### src/rtl/sobel_tile_scheduler_if.sv
// Signal bundle between the Sobel tile scheduler and its surroundings:
// control, input frame read port, detector handshake and output frame write port.
interface sobel_tile_scheduler_if #(
    parameter int ADDR_W = 17
);
    logic              start;
    logic              busy;
    logic              done;
    logic              err;
    logic              rd_en;
    logic [ADDR_W-1:0] rd_addr;
    logic [3:0]        rd_data;
    logic [63:0]       input_pixels;
    logic              bus_data_ready;
    logic              need_data;
    logic [3:0]        output_pixel;
    logic              output_enable;
    logic              wr_en;
    logic [ADDR_W-1:0] wr_addr;
    logic [3:0]        wr_data;

    // Scheduler side
    modport master (
        input  start,
        output busy, done, err,
        output rd_en, rd_addr,
        input  rd_data,
        output input_pixels, bus_data_ready,
        input  need_data, output_pixel, output_enable,
        output wr_en, wr_addr, wr_data
    );

    // Environment side (frame buffers, detector, host)
    modport slave (
        output start,
        input  busy, done, err,
        input  rd_en, rd_addr,
        output rd_data,
        input  input_pixels, bus_data_ready,
        output need_data, output_pixel, output_enable,
        input  wr_en, wr_addr, wr_data
    );
endinterface

### src/rtl/sobel_tile_scheduler.sv
// Walks a frame in 2x2 output tiles: fetches each tile's 4x4 window from the
// input buffer, hands it to the Sobel detector and writes the four results
// back to the output buffer at their image coordinates.
//
// state     | meaning
// ----------+-----------------------------------------------------------
// S_IDLE    | waiting for start
// S_FETCH   | 16 reads of the 4x4 window plus the trailing capture cycle
// S_HANDOFF | window complete, waiting for need_data
// S_COLLECT | bus_data_ready pulse, then accepting four detector results
// S_ADVANCE | step to the next tile or finish the frame
// S_DONE    | one-cycle done pulse
module sobel_tile_scheduler #(
    parameter int IMG_WIDTH  = 400,
    parameter int IMG_HEIGHT = 300,
    parameter int ADDR_W     = 17
) (
    input logic                      clk,
    input logic                      rst,
    sobel_tile_scheduler_if.master   bus
);

    typedef enum logic [2:0] {
        S_IDLE,
        S_FETCH,
        S_HANDOFF,
        S_COLLECT,
        S_ADVANCE,
        S_DONE
    } state_t;

    localparam int RW = $clog2(IMG_HEIGHT);
    localparam int CW = $clog2(IMG_WIDTH);

    localparam logic [ADDR_W-1:0] ROW_STEP = ADDR_W'(IMG_WIDTH - 3);
    localparam logic [ADDR_W-1:0] TILE_ROW = ADDR_W'(2 * IMG_WIDTH);
    localparam logic [ADDR_W-1:0] Q1_STEP  = ADDR_W'(IMG_WIDTH - 1);
    localparam logic [ADDR_W-1:0] WR_OFS   = ADDR_W'(IMG_WIDTH + 1);
    localparam logic [ADDR_W-1:0] ONE_A    = ADDR_W'(1);
    localparam logic [ADDR_W-1:0] TWO_A    = ADDR_W'(2);
    localparam logic [RW-1:0]     R_LAST   = RW'(IMG_HEIGHT - 4);
    localparam logic [CW-1:0]     C_LAST   = CW'(IMG_WIDTH - 4);

    state_t            r_state;
    logic [RW-1:0]     r_r;
    logic [CW-1:0]     r_c;
    logic [ADDR_W-1:0] r_row_base;
    logic [ADDR_W-1:0] r_tile_base;
    logic [ADDR_W-1:0] r_rd_addr;
    logic              r_rd_en;
    logic [3:0]        r_k;
    logic              r_cap_en;
    logic [3:0]        r_cap_k;
    logic [63:0]       r_shadow;
    logic [63:0]       r_pixels;
    logic              r_bdr;
    logic [1:0]        r_q;
    logic [ADDR_W-1:0] r_wr_addr;
    logic              r_busy;
    logic              r_done;
    logic              r_err;

    logic [63:0]       w_win;
    logic              w_wr_valid;
    logic              w_proto_err;
    logic              w_c_wrap;
    logic              w_r_last;
    logic [ADDR_W-1:0] w_next_base;

    // Window being assembled, including the pixel arriving this cycle.
    // The visible window only changes once a fetch is complete, so the
    // detector never sees a half-built tile.
    always_comb begin
        w_win = r_shadow;
        w_win[{r_cap_k, 2'b00} +: 4] = bus.rd_data;
    end

    // A result is only accepted in COLLECT after the ready pulse; anything
    // else on output_enable is a protocol violation.
    assign w_wr_valid  = (r_state == S_COLLECT) && !r_bdr && bus.output_enable;
    assign w_proto_err = bus.output_enable && !w_wr_valid;

    assign w_c_wrap    = (r_c == C_LAST);
    assign w_r_last    = (r_r == R_LAST);
    assign w_next_base = w_c_wrap ? (r_row_base + TILE_ROW) : (r_tile_base + TWO_A);

    assign bus.busy           = r_busy;
    assign bus.done           = r_done;
    assign bus.err            = r_err;
    assign bus.rd_en          = r_rd_en;
    assign bus.rd_addr        = r_rd_addr;
    assign bus.input_pixels   = r_pixels;
    assign bus.bus_data_ready = r_bdr;
    assign bus.wr_en          = w_wr_valid;
    assign bus.wr_addr        = w_wr_valid ? r_wr_addr : '0;
    assign bus.wr_data        = w_wr_valid ? bus.output_pixel : 4'h0;

    // Tile sequencing FSM with registered outputs and incremental addressing.
    always_ff @(posedge clk or posedge rst) begin
        if (rst) begin
            r_state     <= S_IDLE;
            r_r         <= '0;
            r_c         <= '0;
            r_row_base  <= '0;
            r_tile_base <= '0;
            r_rd_addr   <= '0;
            r_rd_en     <= 1'b0;
            r_k         <= '0;
            r_cap_en    <= 1'b0;
            r_cap_k     <= '0;
            r_shadow    <= '0;
            r_pixels    <= '0;
            r_bdr       <= 1'b0;
            r_q         <= '0;
            r_wr_addr   <= '0;
            r_busy      <= 1'b0;
            r_done      <= 1'b0;
            r_err       <= 1'b0;
        end else begin
            r_cap_en <= r_rd_en;
            r_cap_k  <= r_k;
            if (r_cap_en) begin
                r_shadow <= w_win;
            end
            if (w_proto_err) begin
                r_err <= 1'b1;
            end

            case (r_state)
                S_IDLE: begin
                    if (bus.start) begin
                        r_err       <= w_proto_err;
                        r_r         <= '0;
                        r_c         <= '0;
                        r_row_base  <= '0;
                        r_tile_base <= '0;
                        r_rd_addr   <= '0;
                        r_rd_en     <= 1'b1;
                        r_k         <= '0;
                        r_busy      <= 1'b1;
                        r_state     <= S_FETCH;
                    end
                end

                S_FETCH: begin
                    if (r_rd_en) begin
                        if (r_k == 4'd15) begin
                            r_rd_en <= 1'b0;
                        end else begin
                            r_k       <= r_k + 4'd1;
                            r_rd_addr <= (r_k[1:0] == 2'd3) ? (r_rd_addr + ROW_STEP)
                                                            : (r_rd_addr + ONE_A);
                        end
                    end
                    if (r_cap_en && (r_cap_k == 4'd15)) begin
                        r_pixels <= w_win;
                        r_state  <= S_HANDOFF;
                    end
                end

                S_HANDOFF: begin
                    if (bus.need_data) begin
                        r_bdr     <= 1'b1;
                        r_q       <= '0;
                        r_wr_addr <= r_tile_base + WR_OFS;
                        r_state   <= S_COLLECT;
                    end
                end

                S_COLLECT: begin
                    r_bdr <= 1'b0;
                    if (w_wr_valid) begin
                        r_q <= r_q + 2'd1;
                        case (r_q)
                            2'd0:    r_wr_addr <= r_wr_addr + ONE_A;
                            2'd1:    r_wr_addr <= r_wr_addr + Q1_STEP;
                            2'd2:    r_wr_addr <= r_wr_addr + ONE_A;
                            default: r_state   <= S_ADVANCE;
                        endcase
                    end
                end

                S_ADVANCE: begin
                    if (w_c_wrap) begin
                        r_c        <= '0;
                        r_r        <= r_r + RW'(2);
                        r_row_base <= r_row_base + TILE_ROW;
                    end else begin
                        r_c <= r_c + CW'(2);
                    end
                    if (w_c_wrap && w_r_last) begin
                        r_done  <= 1'b1;
                        r_busy  <= 1'b0;
                        r_state <= S_DONE;
                    end else begin
                        r_tile_base <= w_next_base;
                        r_rd_addr   <= w_next_base;
                        r_rd_en     <= 1'b1;
                        r_k         <= '0;
                        r_state     <= S_FETCH;
                    end
                end

                S_DONE: begin
                    r_done  <= 1'b0;
                    r_state <= S_IDLE;
                end

                default: r_state <= S_IDLE;
            endcase
        end
    end

endmodule

### src/flat_wrapper.sv
// flat-port wrapper written by rule: the top's interface ports become plain ports
module sobel_tile_scheduler_flat 
#(
    parameter int IMG_WIDTH  = 400,
    parameter int IMG_HEIGHT = 300,
    parameter int ADDR_W     = 17
)
  (clk, rst, bus_start, bus_busy, bus_done, bus_err, bus_rd_en, bus_rd_addr, bus_rd_data, bus_input_pixels, bus_bus_data_ready, bus_need_data, bus_output_pixel, bus_output_enable, bus_wr_en, bus_wr_addr, bus_wr_data);
  sobel_tile_scheduler_if #(.ADDR_W(ADDR_W)) bus_i ();
  input logic clk;
  input logic rst;
  input wire logic [$bits(bus_i.start)-1:0] bus_start;
  output wire logic [$bits(bus_i.busy)-1:0] bus_busy;
  output wire logic [$bits(bus_i.done)-1:0] bus_done;
  output wire logic [$bits(bus_i.err)-1:0] bus_err;
  output wire logic [$bits(bus_i.rd_en)-1:0] bus_rd_en;
  output wire logic [$bits(bus_i.rd_addr)-1:0] bus_rd_addr;
  input wire logic [$bits(bus_i.rd_data)-1:0] bus_rd_data;
  output wire logic [$bits(bus_i.input_pixels)-1:0] bus_input_pixels;
  output wire logic [$bits(bus_i.bus_data_ready)-1:0] bus_bus_data_ready;
  input wire logic [$bits(bus_i.need_data)-1:0] bus_need_data;
  input wire logic [$bits(bus_i.output_pixel)-1:0] bus_output_pixel;
  input wire logic [$bits(bus_i.output_enable)-1:0] bus_output_enable;
  output wire logic [$bits(bus_i.wr_en)-1:0] bus_wr_en;
  output wire logic [$bits(bus_i.wr_addr)-1:0] bus_wr_addr;
  output wire logic [$bits(bus_i.wr_data)-1:0] bus_wr_data;
  assign bus_i.start = bus_start;
  assign bus_busy = bus_i.busy;
  assign bus_done = bus_i.done;
  assign bus_err = bus_i.err;
  assign bus_rd_en = bus_i.rd_en;
  assign bus_rd_addr = bus_i.rd_addr;
  assign bus_i.rd_data = bus_rd_data;
  assign bus_input_pixels = bus_i.input_pixels;
  assign bus_bus_data_ready = bus_i.bus_data_ready;
  assign bus_i.need_data = bus_need_data;
  assign bus_i.output_pixel = bus_output_pixel;
  assign bus_i.output_enable = bus_output_enable;
  assign bus_wr_en = bus_i.wr_en;
  assign bus_wr_addr = bus_i.wr_addr;
  assign bus_wr_data = bus_i.wr_data;
  sobel_tile_scheduler #(.IMG_WIDTH(IMG_WIDTH), .IMG_HEIGHT(IMG_HEIGHT), .ADDR_W(ADDR_W)) u_core (.clk(clk), .rst(rst), .bus(bus_i));
endmodule
### config.mk
export PLATFORM = sky130hd
export DESIGN_NAME = sobel_tile_scheduler_flat
export DESIGN_NICKNAME = d
export VERILOG_FILES = /design/src/rtl/sobel_tile_scheduler_if.sv /design/src/rtl/sobel_tile_scheduler.sv /design/src/flat_wrapper.sv
export SDC_FILE = /design/constraint.sdc
export NUM_CORES = 1
export LEC_CHECK = 0
export BUFFER_PORTS_ARGS = -buffer_cell sky130_fd_sc_hd__buf_2
export CORE_UTILIZATION = 60
export DETAILED_ROUTE_END_ITERATION = 16
export PLACE_DENSITY = 0.89
export SLEW_MARGIN = 10
export SYNTH_ARGS = -nofsm -noshare
export SYNTH_HDL_FRONTEND = slang
export SYNTH_SLANG_ARGS = --single-unit
### constraint.sdc
create_clock -name clk -period 9.05 [get_ports clk]
set_input_delay 2.2625 -clock clk [delete_from_list [all_inputs] [get_ports clk]]
set_output_delay 2.2625 -clock clk [all_outputs]
set_load 0.02 [all_outputs]
* Word level (Yosys, flattened, before mapping) *
Index checks and enable logic that the tools add are counted.

word-level totals
  bits in latches = 0
  memory bits (read-only) = 0
  memories kept = 0
  register bits after elaboration = 233
  RAM bits = 0
  logic and storage cells = 133
  output and inout port bits = 108

operators by class
  $add $sub $neg = 12
  magnitude comparators = 0
  shift operators = 2
  reduce and logical (&&, ||, !) cells = 27
  bitwise logic cells = 0
  equality and inequality tests = 23
  divide/modulo/power cells = 0
  mux-type cells = 51
  $mul = 0

operators with widths
  operator                                                count
  2-to-1 mux 17 bit                                       10
  case mux 17 bit (2 select lines)                        4
  bitwise mux 64 bit                                      1
  variable shift 4 x 8 -> 64 bit (first input constant)   1
  variable part select 4 x 8 -> 64 bit                    1
  adder 17 x 9 -> 17 bit (second input constant)          3
  case mux 17 bit (3 select lines)                        1
  case mux 9 bit (2 select lines)                         2
  adder 17 x 1 -> 17 bit (second input constant)          2
  2-to-1 mux 9 bit                                        3
  2-to-1 mux 4 bit                                        5
  adder 9 x 2 -> 9 bit (second input constant)            2
  equality test 9 bit (second input constant)             2
  2-to-1 mux 3 bit                                        6
  adder 17 x 10 -> 17 bit (second input constant)         1
  adder 17 x 2 -> 17 bit (second input constant)          1
  case mux 3 bit (5 select lines)                         1
  AND reduction 3 bit                                     5
  case mux 4 bit (3 select lines)                         1
  2-to-1 mux 1 bit                                        10
  inequality test 2 x 1 -> 1 bit (second input constant)  5
  inequality test 2 bit (second input constant)           5
  AND reduction 5 bit                                     2
  equality test 4 bit (second input constant)             2
  23 further kinds                                        39

* Logic depth before layout (Yosys ltp) *
  word-level depth = 8
  mapped depth = 10
  depth with buffers taken out = 10

* Worst setup path before layout *
OpenSTA, ideal clock, no wires.

  path type = input port to output port
  from = in bus_output_enable
  to = out bus_wr_addr[10]
  arrival time = 3.388 ns
  cell stages on the path = 5
  path slack = 3.399 ns
  path through = nor3b_2 > nand3_1 > inv_1 > clkbuf_1 > and2_1

between the ends
  cells in the longest elaborated chain, start to end = 2

ends and longest elaborated chain
  item               line                        text
  start, declared    flat_wrapper.sv:23          input wire logic [$bits(bus_i.output_enable)-1:0] bus_output_enable;
  logical AND 1 bit  sobel_tile_scheduler.sv:80  assign w_wr_valid = (r_state == S_COLLECT) && !r_bdr && bus.output_enable;
  via bus_wr_en      flat_wrapper.sv:24          output wire logic [$bits(bus_i.wr_en)-1:0] bus_wr_en;
  2-to-1 mux 17 bit  sobel_tile_scheduler.sv:95  assign bus.wr_addr = w_wr_valid ? r_wr_addr : '0;
  end, declared      flat_wrapper.sv:25          output wire logic [$bits(bus_i.wr_addr)-1:0] bus_wr_addr;

The timed path passes the listed nets, and every way through them passes these cells.

* Worst setup path in the final report *
  from = in bus_output_enable
  to = out bus_wr_addr[7]

between the ends
  cells in the longest elaborated chain, start to end = 2

ends and longest elaborated chain
  item               line
  logical AND 1 bit  sobel_tile_scheduler.sv:80
  2-to-1 mux 17 bit  sobel_tile_scheduler.sv:95

No other way between the ends.

==> out/metrics.yaml <==
fin_nets: 1345
synth_top_cell_area_share: 0.473
io_pins: 121
fin_crit_sh: 0.666
rsz0062_at_grt: "false"
finalCriticalPeriod_ns: 6.02
synth_edf_count: 0
die_area_um2: 20500
leakage_nw: 6.41
worstPathArrival_ns: 3.76
yosys_warnings: 0
worstPathCellList: "buf_2, nor3b_2, nand3_1, inv_1, and2_1, buf_2"
hold_violations: 0
synth_seq_area_share: 0.473
drc: 0
critPathBufInv: 3
n_antenna_cell: 0
worstHoldPathType: "flop to flop"
p_per_area_nw_per_um2: 303
vias_per_cell: 6.10
end_kind: "primary output"
synthFlopType: "dfrtp_1"
fillers: 1413
crit_family: "buffers and inverters"
synth.area.top_cells: "dfrtp_1 47%, mux2_2 6.1%, o21ai_0 5.6%"
cts_buffers: 25
vias: 9715
yosysMostFrequentCell: "dfrtp_1"
drt_iter0_markers: 879
yosys.area.top_type: "dfrtp_1"
synth_cell_types: 84
drv_slew: 0
crit_fanout: 21
max_freq_mhz: 166
cts-root-buf: "clkbuf_16"
synth_seq_cells: 226
drive_gt1_frac: 0.194
status: "completed"
clkLatencyLatePin_ns: 0.54
cp_data_required_time_ns: 6.79
fin_ws_ns: 3.03
syn_inst: 1235
area_growth_pct: 12.8
worst_path_largest_cell_delay_ns: 0.50
worstSetupPathType: "primary input to primary output"
skew_ns: 0.0202
core_um2: 19500
ctsResizeCount: 0
fp.dieH_um: 143
slew_headroom: 0.194
clkSinkCount: 226
cp_slowest_cell: "inv_1"
path_clk_slew_ns: 0.06
first_pass_iters: 5
cap_violations: 0
io_buffers: 120
htree_levels: 1
die_w_um: 143
grt_overflow_total: 0
wl_per_cell_um: 18.4
crit_top_cell: "buf_2"
netlist_area_um2: 12000
irDropWorstVdd_mv: 0.168
setup_viol: 0
start_kind: "primary input"
antenna_found_initial: 0
initial_core_util: 0.613
dp_slack_ns: 3.08
async_flop_share: 1.00
dp_hpwl_um: 18700
dpl-instance-area_um2: 12600
gp_congestion: 0.908
floorplan.rows: 51
syn_area_per_cell_um2: 9.69
yosys-top-cells-count: "226 x dfrtp_1, 175 x nand2_1, 133 x o21ai_0"
postCtsSetupBuffers: 0
clock_path_buffers: 3
final_area_um2: 13500
grt_pass1_wl_um: 46800
hold_buffers: 0
cts_tree: "yes"
hold_slack_ns: 0.458
synth_fp_nets: 1270
grt_pass1_vias: 9430
ant_nets: 0
worstMarginPinSlew_ns: 1.20
wirelength_um: 29200
grt_max_degree: 145
grt.total_usage: 0.288
fin_tns_setup_ns: 0
==> per-stage QoR <==
step	std cells	utilization	total power, mW
6_report	1593	0.691	4.09
5_1_grt	1593	0.691	4.31
4_1_cts	1593	0.691	4.08
3_5_place_dp	1548	0.646	2.97
3_3_place_gp	1548	0.646	2.89
2_1_floorplan	1235	-	2.58
==> final cells by class <==
class	count	area (um2)	share of cell area
multi-input cells	908	5890	0.436
flip-flops and latches	226	5660	0.419
clock buffers	34	739	0.0548
repair buffers	124	631	0.0467
well taps	265	332	0.0246
clock inverters	11	151	0.0112
inverters	25	101	0.00751
==> layer usage <==
layer  GRT usage  routed length, um  vias up
li1            -                  -     4527
met1       0.354              11800     4684
met2       0.507              14600      422
met3      0.0483               1890       82
met4       0.108                965        0
met5           0                  0        -
==> layout by cell type, fill, tap and decap left out, types with 7 or more instances in the layout <==
master     Yosys  routed
a21o_1         7       7
a21oi_1       44      44
a31oi_1        8       8
and2_1        26      26
and3_1        19      19
buf_2         16     120
clkbuf_16      0      25
clkbuf_8       2       8
dfrtp_1      226     226
ha_1          21      21
inv_1         24      23
mux2_2        65      65
mux2i_1       64      64
nand2_1      175     175
nand3_1       43      43
nand4_1       16      16
nor2_1        77      77
nor2b_1        8       8
nor3_1        14      13
nor4_1         7       7
o211ai_1       7       7
o21ai_0      133     133
o22ai_1       10      10
o31ai_1        9       9
xnor2_1       28      28
xor2_1        28      28
==> tightest hold or removal path: stages (launching register included) <==
cell,delay [ns]
dfrtp_1,0.33
nand2_1,0.05
nand2_1,0.05
==> logic make-up after synthesis <==
family / share of synthesized area
AO/OA/AOI/OAI: 0.141
flip-flops: 0.473
multiplexers: 0.116
buffers and inverters: 0.0358
XOR/XNOR: 0.0410
adder cells (fa/ha/maj): 0.0236
AND/OR/NAND/NOR: 0.170
==> where the power goes <==
group	total (mW)	internal (mW)	leakage, nW	switching (mW)
clock network	1.09	0.660	0.443	0.429
registers	1.64	1.32	2.67	0.321
logic	1.37	0.543	3.30	0.823
total	4.09	2.52	6.41	1.57
==> sequential cells by signal (all words and copies together) (netlist names), 8 cells and up <==
name and count:
u_core.bus.input_pixels 64, u_core.bus.rd_addr 17, u_core.r_c 8, u_core.r_r 8, u_core.r_row_base 12, u_core.r_shadow 64, u_core.r_tile_base 17, u_core.r_wr_addr 17
==> worst paths after layout <==
path	from	endpoint	slack (ns)	cells past startpoint
setup / recovery	bus_output_enable	bus_wr_addr[7]	3.03	6
hold / removal	u_core.bus.err$_DFF_PP0_	u_core.bus.err$_DFF_PP0_	0.46	2
setup reg to reg	u_core.r_c[4]$_DFFE_PP0P_	u_core.r_row_base[11]$_DFFE_PP0P_	6.00	6
hold reg to reg	u_core.bus.err$_DFF_PP0_	u_core.bus.err$_DFF_PP0_	0.46	2
max in group asynchronous	rst	u_core.r_shadow[11]$_DFFE_PP0P_	5.57	3
min in group asynchronous	rst	u_core.bus.input_pixels[54]$_DFFE_PP0P_	1.93	2
Note: power is estimated with default switching activity, not from simulation.
